## src/rtl/ball_field.sv

```systemverilog
// ball_field: N bouncing balls plus one player disc, advanced once per frame by a
// one-object-per-clock update FSM; exact squared-distance contact test.
// Pixel colour is produced through a 2-stage pipeline (|dx|,|dy| then rgb).
module ball_field #(
  parameter int N_BALLS  = 5,
  parameter int COORD_W  = 12,
  parameter int BALL_R   = 10,
  parameter int PLAYER_R = 10,
  parameter int SCREEN_W = 640,
  parameter int SCREEN_H = 480
) (
  input  logic                   clk,
  input  logic                   rst,
  input  logic                   start,
  input  logic [2*N_BALLS-1:0]   seed,
  input  logic                   frame_tick,
  input  logic                   pause,
  input  logic [2:0]             speed,
  input  logic                   up,
  input  logic                   down,
  input  logic                   left,
  input  logic                   right,
  input  logic [COORD_W-1:0]     pix_x,
  input  logic [COORD_W-1:0]     pix_y,
  input  logic                   pix_valid,
  output logic [7:0]             rgb,
  output logic                   rgb_valid,
  output logic                   gameover,
  output logic                   busy,
  output logic [15:0]            frames,
  output logic                   overrun
);

  localparam logic [2:0] S_IDLE    = 3'd0;
  localparam logic [2:0] S_PLAYER  = 3'd1;
  localparam logic [2:0] S_BALL    = 3'd2;
  localparam logic [2:0] S_COLLIDE = 3'd3;
  localparam logic [2:0] S_DONE    = 3'd4;

  localparam int IW = (N_BALLS > 1) ? $clog2(N_BALLS) : 1;
  localparam int SW = COORD_W + 1;
  localparam int QW = 2 * COORD_W + 1;

  typedef logic signed [SW-1:0] sc_t;

  // Signed bounds: one extra bit so a negative step result never wraps.
  localparam sc_t BX_LO = sc_t'(BALL_R);
  localparam sc_t BX_HI = sc_t'(SCREEN_W - 1 - BALL_R);
  localparam sc_t BY_LO = sc_t'(BALL_R);
  localparam sc_t BY_HI = sc_t'(SCREEN_H - 1 - BALL_R);

  localparam logic [COORD_W-1:0] PX_LO = COORD_W'(PLAYER_R);
  localparam logic [COORD_W-1:0] PX_HI = COORD_W'(SCREEN_W - 1 - PLAYER_R);
  localparam logic [COORD_W-1:0] PY_LO = COORD_W'(PLAYER_R);
  localparam logic [COORD_W-1:0] PY_HI = COORD_W'(SCREEN_H - 1 - PLAYER_R);

  localparam logic [QW-1:0] HIT_D2 = QW'((BALL_R + PLAYER_R) * (BALL_R + PLAYER_R));
  localparam logic [QW-1:0] BR2    = QW'(BALL_R * BALL_R);
  localparam logic [QW-1:0] PR2    = QW'(PLAYER_R * PLAYER_R);

  localparam logic [IW-1:0] LAST = IW'(N_BALLS - 1);

  function automatic logic [COORD_W-1:0] absdiff(input logic [COORD_W-1:0] a,
                                                 input logic [COORD_W-1:0] b);
    return (a > b) ? (a - b) : (b - a);
  endfunction

  // Full-width squares: nothing is truncated.
  function automatic logic [QW-1:0] dist2(input logic [COORD_W-1:0] dx,
                                          input logic [COORD_W-1:0] dy);
    return QW'(dx) * QW'(dx) + QW'(dy) * QW'(dy);
  endfunction

  logic [2:0]         state;
  logic [IW-1:0]      idx;
  logic [2:0]         spd;
  logic [COORD_W-1:0] player_x, player_y;
  logic [COORD_W-1:0] ball_x [N_BALLS];
  logic [COORD_W-1:0] ball_y [N_BALLS];
  logic [1:0]         ball_dir [N_BALLS];

  logic [COORD_W-1:0] npx, npy;
  sc_t                step, cur_x, cur_y, nx, ny;
  logic [COORD_W-1:0] nbx, nby;
  logic [1:0]         ndir;
  logic               hit;

  assign busy = (state != S_IDLE);

  // Player step candidate: one direction by priority, dropped if it would leave the box.
  always_comb begin
    npx = player_x;
    npy = player_y;
    if (up) begin
      if (player_y > PY_LO) npy = player_y - 1'b1;
    end else if (down) begin
      if (player_y < PY_HI) npy = player_y + 1'b1;
    end else if (left) begin
      if (player_x > PX_LO) npx = player_x - 1'b1;
    end else if (right) begin
      if (player_x < PX_HI) npx = player_x + 1'b1;
    end
  end

  // Ball idx step with per-axis clamp-and-reflect; also the contact test for ball idx.
  always_comb begin
    step  = sc_t'({{(SW-3){1'b0}}, spd});
    cur_x = sc_t'({1'b0, ball_x[idx]});
    cur_y = sc_t'({1'b0, ball_y[idx]});
    nx    = ball_dir[idx][1] ? (cur_x + step) : (cur_x - step);
    ny    = ball_dir[idx][0] ? (cur_y + step) : (cur_y - step);
    ndir  = ball_dir[idx];
    nbx   = nx[COORD_W-1:0];
    nby   = ny[COORD_W-1:0];
    if (nx > BX_HI) begin
      nbx = BX_HI[COORD_W-1:0];
      ndir[1] = ~ndir[1];
    end else if (nx < BX_LO) begin
      nbx = BX_LO[COORD_W-1:0];
      ndir[1] = ~ndir[1];
    end
    if (ny > BY_HI) begin
      nby = BY_HI[COORD_W-1:0];
      ndir[0] = ~ndir[0];
    end else if (ny < BY_LO) begin
      nby = BY_LO[COORD_W-1:0];
      ndir[0] = ~ndir[0];
    end
    hit = dist2(absdiff(ball_x[idx], player_x), absdiff(ball_y[idx], player_y)) <= HIT_D2;
  end

  // World update FSM; start reloads the round, a tick runs PLAYER -> BALL -> COLLIDE -> DONE.
  always_ff @(posedge clk or posedge rst) begin
    if (rst) begin
      state    <= S_IDLE;
      idx      <= '0;
      spd      <= '0;
      gameover <= 1'b0;
      frames   <= '0;
      overrun  <= 1'b0;
      player_x <= COORD_W'(SCREEN_W / 2);
      player_y <= COORD_W'(SCREEN_H / 2);
      for (int i = 0; i < N_BALLS; i++) begin
        ball_x[i]   <= COORD_W'(SCREEN_W * (i + 1) / (N_BALLS + 1));
        ball_y[i]   <= (i % 2 == 0) ? COORD_W'(BALL_R + 1) : COORD_W'(SCREEN_H - 1 - BALL_R);
        ball_dir[i] <= 2'(i);
      end
    end else begin
      if (state != S_IDLE && frame_tick) overrun <= 1'b1;
      case (state)
        S_IDLE: begin
          if (start) begin
            gameover <= 1'b0;
            frames   <= '0;
            overrun  <= 1'b0;
            player_x <= COORD_W'(SCREEN_W / 2);
            player_y <= COORD_W'(SCREEN_H / 2);
            for (int i = 0; i < N_BALLS; i++) begin
              ball_x[i]   <= COORD_W'(SCREEN_W * (i + 1) / (N_BALLS + 1));
              ball_y[i]   <= (i % 2 == 0) ? COORD_W'(BALL_R + 1) : COORD_W'(SCREEN_H - 1 - BALL_R);
              ball_dir[i] <= seed[2*i +: 2];
            end
          end else if (frame_tick && !pause && !gameover) begin
            spd   <= speed;
            state <= S_PLAYER;
          end
        end
        S_PLAYER: begin
          player_x <= npx;
          player_y <= npy;
          idx      <= '0;
          state    <= S_BALL;
        end
        S_BALL: begin
          ball_x[idx]   <= nbx;
          ball_y[idx]   <= nby;
          ball_dir[idx] <= ndir;
          if (idx == LAST) begin
            idx   <= '0;
            state <= S_COLLIDE;
          end else begin
            idx <= idx + 1'b1;
          end
        end
        S_COLLIDE: begin
          if (hit) gameover <= 1'b1;
          if (idx == LAST) begin
            idx   <= '0;
            state <= S_DONE;
          end else begin
            idx <= idx + 1'b1;
          end
        end
        S_DONE: begin
          if (!gameover && frames != 16'hFFFF) frames <= frames + 16'd1;
          state <= S_IDLE;
        end
        default: state <= S_IDLE;
      endcase
    end
  end

  logic               r1_vld, r1_off;
  logic [COORD_W-1:0] r1_pdx, r1_pdy;
  logic [COORD_W-1:0] r1_bdx [N_BALLS];
  logic [COORD_W-1:0] r1_bdy [N_BALLS];
  logic               p_in, b_in;
  logic [7:0]         col;

  // Render stage 1: absolute offsets from the pixel to every object.
  always_ff @(posedge clk or posedge rst) begin
    if (rst) begin
      r1_vld <= 1'b0;
      r1_off <= 1'b0;
      r1_pdx <= '0;
      r1_pdy <= '0;
      for (int i = 0; i < N_BALLS; i++) begin
        r1_bdx[i] <= '0;
        r1_bdy[i] <= '0;
      end
    end else begin
      r1_vld <= pix_valid;
      r1_off <= (pix_x >= COORD_W'(SCREEN_W)) || (pix_y >= COORD_W'(SCREEN_H));
      r1_pdx <= absdiff(pix_x, player_x);
      r1_pdy <= absdiff(pix_y, player_y);
      for (int i = 0; i < N_BALLS; i++) begin
        r1_bdx[i] <= absdiff(pix_x, ball_x[i]);
        r1_bdy[i] <= absdiff(pix_y, ball_y[i]);
      end
    end
  end

  // Disc tests and colour priority: off-screen, player, balls, background.
  always_comb begin
    p_in = dist2(r1_pdx, r1_pdy) <= PR2;
    b_in = 1'b0;
    for (int i = 0; i < N_BALLS; i++) begin
      if (dist2(r1_bdx[i], r1_bdy[i]) <= BR2) b_in = 1'b1;
    end
    if (r1_off)    col = 8'h00;
    else if (p_in) col = gameover ? 8'hE0 : 8'hFF;
    else if (b_in) col = 8'hFC;
    else           col = 8'h48;
  end

  // Render stage 2: registered colour and qualifier.
  always_ff @(posedge clk or posedge rst) begin
    if (rst) begin
      rgb       <= 8'h00;
      rgb_valid <= 1'b0;
    end else begin
      rgb       <= col;
      rgb_valid <= r1_vld;
    end
  end

endmodule

```

## config.mk

```make
export PLATFORM = sky130hd
export DESIGN_NAME = ball_field
export DESIGN_NICKNAME = d
export VERILOG_FILES = /design/src/rtl/ball_field.sv
export SDC_FILE = /design/constraint.sdc
export NUM_CORES = 2
export LEC_CHECK = 0
export CORE_MARGIN = 4
export CORE_UTILIZATION = 70
export CTS_BUF_LIST = sky130_fd_sc_hd__clkbuf_8 sky130_fd_sc_hd__clkbuf_16
export DETAILED_ROUTE_END_ITERATION = 10
export GPL_TIMING_DRIVEN = 1
export PLACE_DENSITY_LB_ADDON = 0.3
export SETUP_SLACK_MARGIN = 0.1
export SLEW_MARGIN = 15
export SYNTH_ARGS = -nofsm -noshare
export SYNTH_HDL_FRONTEND = slang
export SYNTH_SLANG_ARGS = --single-unit
```

## constraint.sdc

```tcl
create_clock -name clk -period 17.7 [get_ports clk]
set_clock_uncertainty 0.1 [all_clocks]
set_input_delay 2.655 -clock clk [delete_from_list [all_inputs] [get_ports clk]]
set_output_delay 2.655 -clock clk [all_outputs]
set_load 0.03 [all_outputs]
```

-- Word level (Yosys, flattened, before mapping)
Cells that the tools add are included.
- logic and storage cells: 264
- output and inout port bits: 28
- flip-flop bits (word level): 336
- magnitude comparators: 33
- reduce and logical (&&, ||, !) cells: 23
- mux-type cells: 85
- add/sub/neg operators: 45
- bitwise logic cells: 4
- equality and inequality tests: 21
- $mul: 14
- operators with widths (operator ; count):
    2-to-1 mux 12 bit ; 35
    multiplier 12 x 12 -> 24 bit ; 14
    subtractor 12 bit ; 28
    one-hot mux 60 bit (2 select lines) ; 2
    adder 24 x 24 -> 25 bit ; 7
    > comparator 12 bit ; 14
    less-or-equal comparator 25 x 7 -> 1 bit, second input constant ; 6
    bitwise mux 60 bit ; 2
    2-to-1 mux 60 bit ; 2
    binary-select mux 12 bit (select 3 bit) ; 2
    one-hot mux 12 bit (2 select lines) ; 2
    demux 12 bit (select 3 bit) ; 1
    2-to-1 mux 16 bit ; 2
    one-hot mux 16 bit (2 select lines) ; 1
    adder 12 x 3 -> 13 bit ; 2
    < comparator 13 x 5 -> 1 bit, second input constant ; 2
    2-to-1 mux 13 bit ; 2
    subtractor 12 x 3 -> 13 bit ; 2
    less-or-equal comparator 25 x 9 -> 1 bit, second input constant ; 1
    adder 12 x 1 -> 12 bit, second input constant ; 2
    > comparator 12 x 4 -> 1 bit, second input constant ; 2
    2-to-1 mux 8 bit ; 3
    subtractor 12 x 1 -> 12 bit, second input constant ; 2
    one-hot mux 10 bit (2 select lines) ; 1
    41 further kinds ; 88

-- Depth between registers and ports, before layout
- depth in word-level cells: 11
- mapped depth: 47

-- Worst setup path before layout
No wires, ideal clock.
- path type: register to register
- from: register idx[1]
- to: register gameover
- setup slack: 7.265 ns
- buffers on the path: 4
- clock period less this slack: 10.435 ns
- cell stages (with the launch flop): 41
- library setup time: 0.095 ns
- data arrival time: 10.239 ns
- path through: dfrtp_1 > clkbuf_1 > clkbuf_1 > buf_1 > mux2i_1 > nor2_1 > a21oi_1 > o22a_1 > ha_1 > inv_1 > fa_1 > a21o_1 > a21o_1 > a2111oi_4 > o311ai_2 > and2_1 > buf_6 > mux2i_1 > [5 not listed] > fa_1 > fa_1 > inv_1 > fa_1 > fa_1 > fa_1 > fa_1 > ha_1 > inv_1 > o2bb2ai_1 > a31oi_1 > a21oi_1 > o211ai_1 > a21oi_1 > or3_1 > o211ai_1 > o311ai_0 > o31ai_1
- cells in the longest elaborated chain, start to end: 11
- RTL lines (what ; line ; text):
    start, declared ; 75 ; logic [IW-1:0] idx;
    start signal, assigned ; 182 ; idx <= idx + 1'b1;
    start signal, assigned ; 191 ; idx <= idx + 1'b1;
    NOT 3 -> 4 bit (not written as such) (*) ; 129 ; hit = dist2(absdiff(ball_x[idx], player_x), absdiff(ball_y[idx], player_y)) <= HIT_D2;
    binary-select mux 12 bit (select 3 bit) ; 129 ;
    2-to-1 mux 12 bit (not written as such) (2 in series) ; 129 ;
    subtractor 12 bit / > comparator 12 bit (equally long branches) ; 65 ; return (a > b) ? (a - b) : (b - a);
    2-to-1 mux 12 bit ; 65 ;
    multiplier 12 x 12 -> 24 bit ; 71 ; return QW'(dx) * QW'(dx) + QW'(dy) * QW'(dy);
    adder 24 x 24 -> 25 bit (*) ; 71 ;
    less-or-equal comparator 25 x 9 -> 1 bit (*) ; 129 ;
    != test 2 bit (no line) (*) ; - ;
    AND reduction 3 bit (no line) (*) ; - ;
    end signal, assigned ; 138 ; gameover <= 1'b0;
    end signal, assigned ; 153 ; gameover <= 1'b0;
    end signal, assigned ; 186 ; if (hit) gameover <= 1'b1;
    end, declared ; 28 ; output logic gameover,
Every way passes the cells marked *; elsewhere a longest branch is shown, timed or not. The select of a mux whose other input is x is not followed.
A chain may end at the register's enable or synchronous reset.

-- Worst setup path after layout
Ends and elaborated chain as after synthesis.

==> impl_summary.log <==
[metrics] Yosys warnings: 0
[metrics] placement row count: 127
[metrics] number of buffers on the longest clock path: 3
[metrics] number of top-level pins: 75
[metrics] Initial DRC Count: 5706
[metrics] hold buffer count at CTS: 0
[metrics] total number of clock tree sinks: 333
[metrics] cell mode on critical path: fa_1
[metrics] cell types with the highest counts after synthesis: 2204 x inv_1, 1433 x fa_1, 1114 x ha_1
[metrics] register-to-register setup slack: 5.87 ns
[metrics] final count of pins violating max slew: 0
[metrics] critical path endpoint category: flop
[metrics] area added between synthesis and finish: 4.18%
[metrics] Die ar.: 128000 um^2
[metrics] count of flip-flops with a built-in enable after synthesis: 0
[metrics] worst max-slew margin expressed relative to the limit: under 10%
[metrics] NumNets Final: 11874
[metrics] most common cell in the synthesized netlist: inv_1
[metrics] CP startpoint kind: flop
[metrics] setup bufs post-CTS: 0
[metrics] post-placement cell count: 10848
[metrics] pin count of the biggest net entering global routing: 83
[metrics] wire length of the first global-routing pass: 383000 um
[metrics] critical register-to-register path endpoint: gameover
[metrics] aggregate global-route resource usage: 38.3%
[metrics] top post-synthesis cells by area: fa_1 34%, ha_1 16%, inv_1 9.7%, dfrtp_1 8.2%, and2_1 3.8%
[metrics] classification of the worst setup path: flop to flop
[metrics] required time of the critical path: between 15 and 20 ns
[metrics] share of flip-flops with an asynchronous set or reset: 100%
[metrics] via count of the first global-routing pass: 70791
[metrics] Placement Cell Area: 87500 um^2
[metrics] number of synthesized register bits: roughly 330
[metrics] initial core utilization: about 70%
[metrics] CTS tree: done
[metrics] reg2reg start: idx[1]
[metrics] number of nets with antenna violations after detailed routing: 0
[metrics] period utilization: 66.8%
[metrics] number of port buffers: 74
[metrics] DRC Markers: 0
[metrics] critical path buffer and inverter count: 7
[metrics] setup_tns: 0 ns
[metrics] Synth cell types: 111
[metrics] data arrival time at the worst-slack endpoint: 12.23 ns
[metrics] f_max: around 0.085 GHz
[metrics] final non-filler cell total: ~11000
[metrics] slowest cell on the critical path: nor2_1
[metrics] aggregate routed wire length: 238000 um
[metrics] post-cts gate resize count: 0
[metrics] post-synthesis cell count: 9405
[metrics] library cell occupying the most area in the post-synthesis netlist: fa_1
[metrics] syn nets: 11999
[metrics] slew at the pin closest to its max-slew limit: approximately 1.4 ns
[metrics] average wire per cell in the routed design: 21.7 um
[metrics] number of vias per cell after detailed routing: 6.07
[metrics] RSZ-0062 raised after global routing: false
[metrics] most instantiated flip-flop cell in the synthesis netlist: dfrtp_1
[metrics] buffer type at the clock tree root: clkbuf_16
[metrics] reported max-cap violation count: 0
[metrics] Post-Syn Area: 85500 um^2
[metrics] clock-pin slew on the worst setup and hold paths: roughly 0.07 ns
[metrics] HPWL after detailed placement: approximately 200000 um
[metrics] total iterations of the first detailed-routing run: 9
[metrics] hold path start: r1_vld
[metrics] share of synthesized area occupied by flip-flops and latches: 9.82%
[metrics] maximum fanout encountered on the critical timing path: 20
[metrics] count of final setup violators: 0
[metrics] routability congestion estimate from global placement: approximately 1.0
[metrics] Worst path top cell family by delay: adder cells
[metrics] area share of the largest cell type after synthesis: roughly 34%
[metrics] total clock buffers created by CTS: between 40 and 50
[metrics] Worst Hold End: rgb_valid
[metrics] status: finished clean
[metrics] H-Tree Depth: 2
[metrics] critical path's largest stage delay: 0.66 ns
[metrics] launching instance or port of the critical path: idx[1]
[metrics] Hold Path Cell Cnt: 0
[metrics] via total after detailed routing: 66350
[metrics] post-synthesis average cell area: 9.09 um^2
[metrics] Chip Width: 358 um
[metrics] Non-Filler Cell Area, Final: 89100 um^2
[metrics] final cell utilization of the core: 73.9%
[metrics] antenna violations before repair: 18
[metrics] Hold Vio Cnt, Final: 0
[metrics] Tightest Hold Check Type: flop to flop
[metrics] CORE AREA: around 120000 um^2
[metrics] Min Clock Period, post-route: 11.83 ns
[metrics] vertical die dimension: 358 um
[metrics] depth of the worst register-to-register path: 38
[metrics] total global routing overflow: 0
[metrics] source-to-sink clock delay at the later pin of the worst-skew pair: 0.63 ns
[metrics] share of cells above drive strength 1: about 3.9%
[placed cells by master (no fill, tap or decap), drive strengths merged, types with 172 or more instances in the layout]
cell,instances
a21o,177
a21oi,368
and2,523
dfrtp,282
fa,1433
ha,1114
inv,2217
nand2,498
nor2,399
o21ai,344
xnor2,172
[metrics by stage]
stage / hold slack (ns) / setup WS, ns
floorplan: 0.231 / 5.80
global placement: 0.233 / 6.30
detailed placement: 0.239 / 6.18
CTS: 0.254 / 6.06
global route: 0.267 / 5.33
finish: 0.252 / 5.87
[metal layers]
metal / vias up / GRT usage (%) / part of all wire [%]
li1: 29569 / - / -
met1: 32986 / 49.5 / 38
met2: 3008 / 62.6 / 47
met3: 771 / 7.11 / 8.6
met4: 16 / 18.9 / 6.0
met5: - / 0 / 0.043
[sequential cells by signal, indices dropped and copies added, names as in the netlist, 5 cells and up]
register,cells
ball_dir,10
ball_x,60
ball_y,60
frames,16
player_x,12
player_y,12
r1_bdx,60
r1_bdy,60
r1_pdx,12
r1_pdy,12
rgb,5
[cell families (layout without fill, tap and decap cells)]
| group | after synthesis | after routing | share of synthesized area [%] |
|---|---|---|---|
| buffers and inverters | 2495 | 2403 | 11.0 |
| XOR/XNOR | 298 | 298 | 3.10 |
| flip-flops | 333 | 333 | 9.82 |
| AO/OA/AOI/OAI | 1480 | 1480 | 11.4 |
| other | 0 | 14 | 0 |
| adder cells (fa/ha/maj) | 2547 | 2547 | 49.8 |
| multiplexers | 170 | 170 | 2.30 |
| AND/OR/NAND/NOR | 2082 | 2082 | 12.5 |
[worst max-delay path by stage]
stage | end | cells after the start
5_1_grt | gameover | 38
4_1_cts | gameover | 38
3_3_place_gp | gameover | 37
2_1_floorplan | ball_dir[0] | 1
6_report | gameover | 38
3_5_place_dp | gameover | 37
[layout make-up]
| cell class | instances | area [um^2] |
|---|---|---|
| multi-input cells | 6577 | 67800 |
| fillers | 8885 | 31500 |
| flip-flops and latches | 333 | 8400 |
| inverters | 2213 | 8310 |
| well taps | 1612 | 2020 |
| clock buffers | 46 | 1110 |
| repair buffers | 113 | 1030 |
| clock inverters | 31 | 460 |
| diodes | 14 | 35.0 |
Power is not shown: default switching activity piles up to over one toggle a cycle in this logic, so the estimate is an artifact.
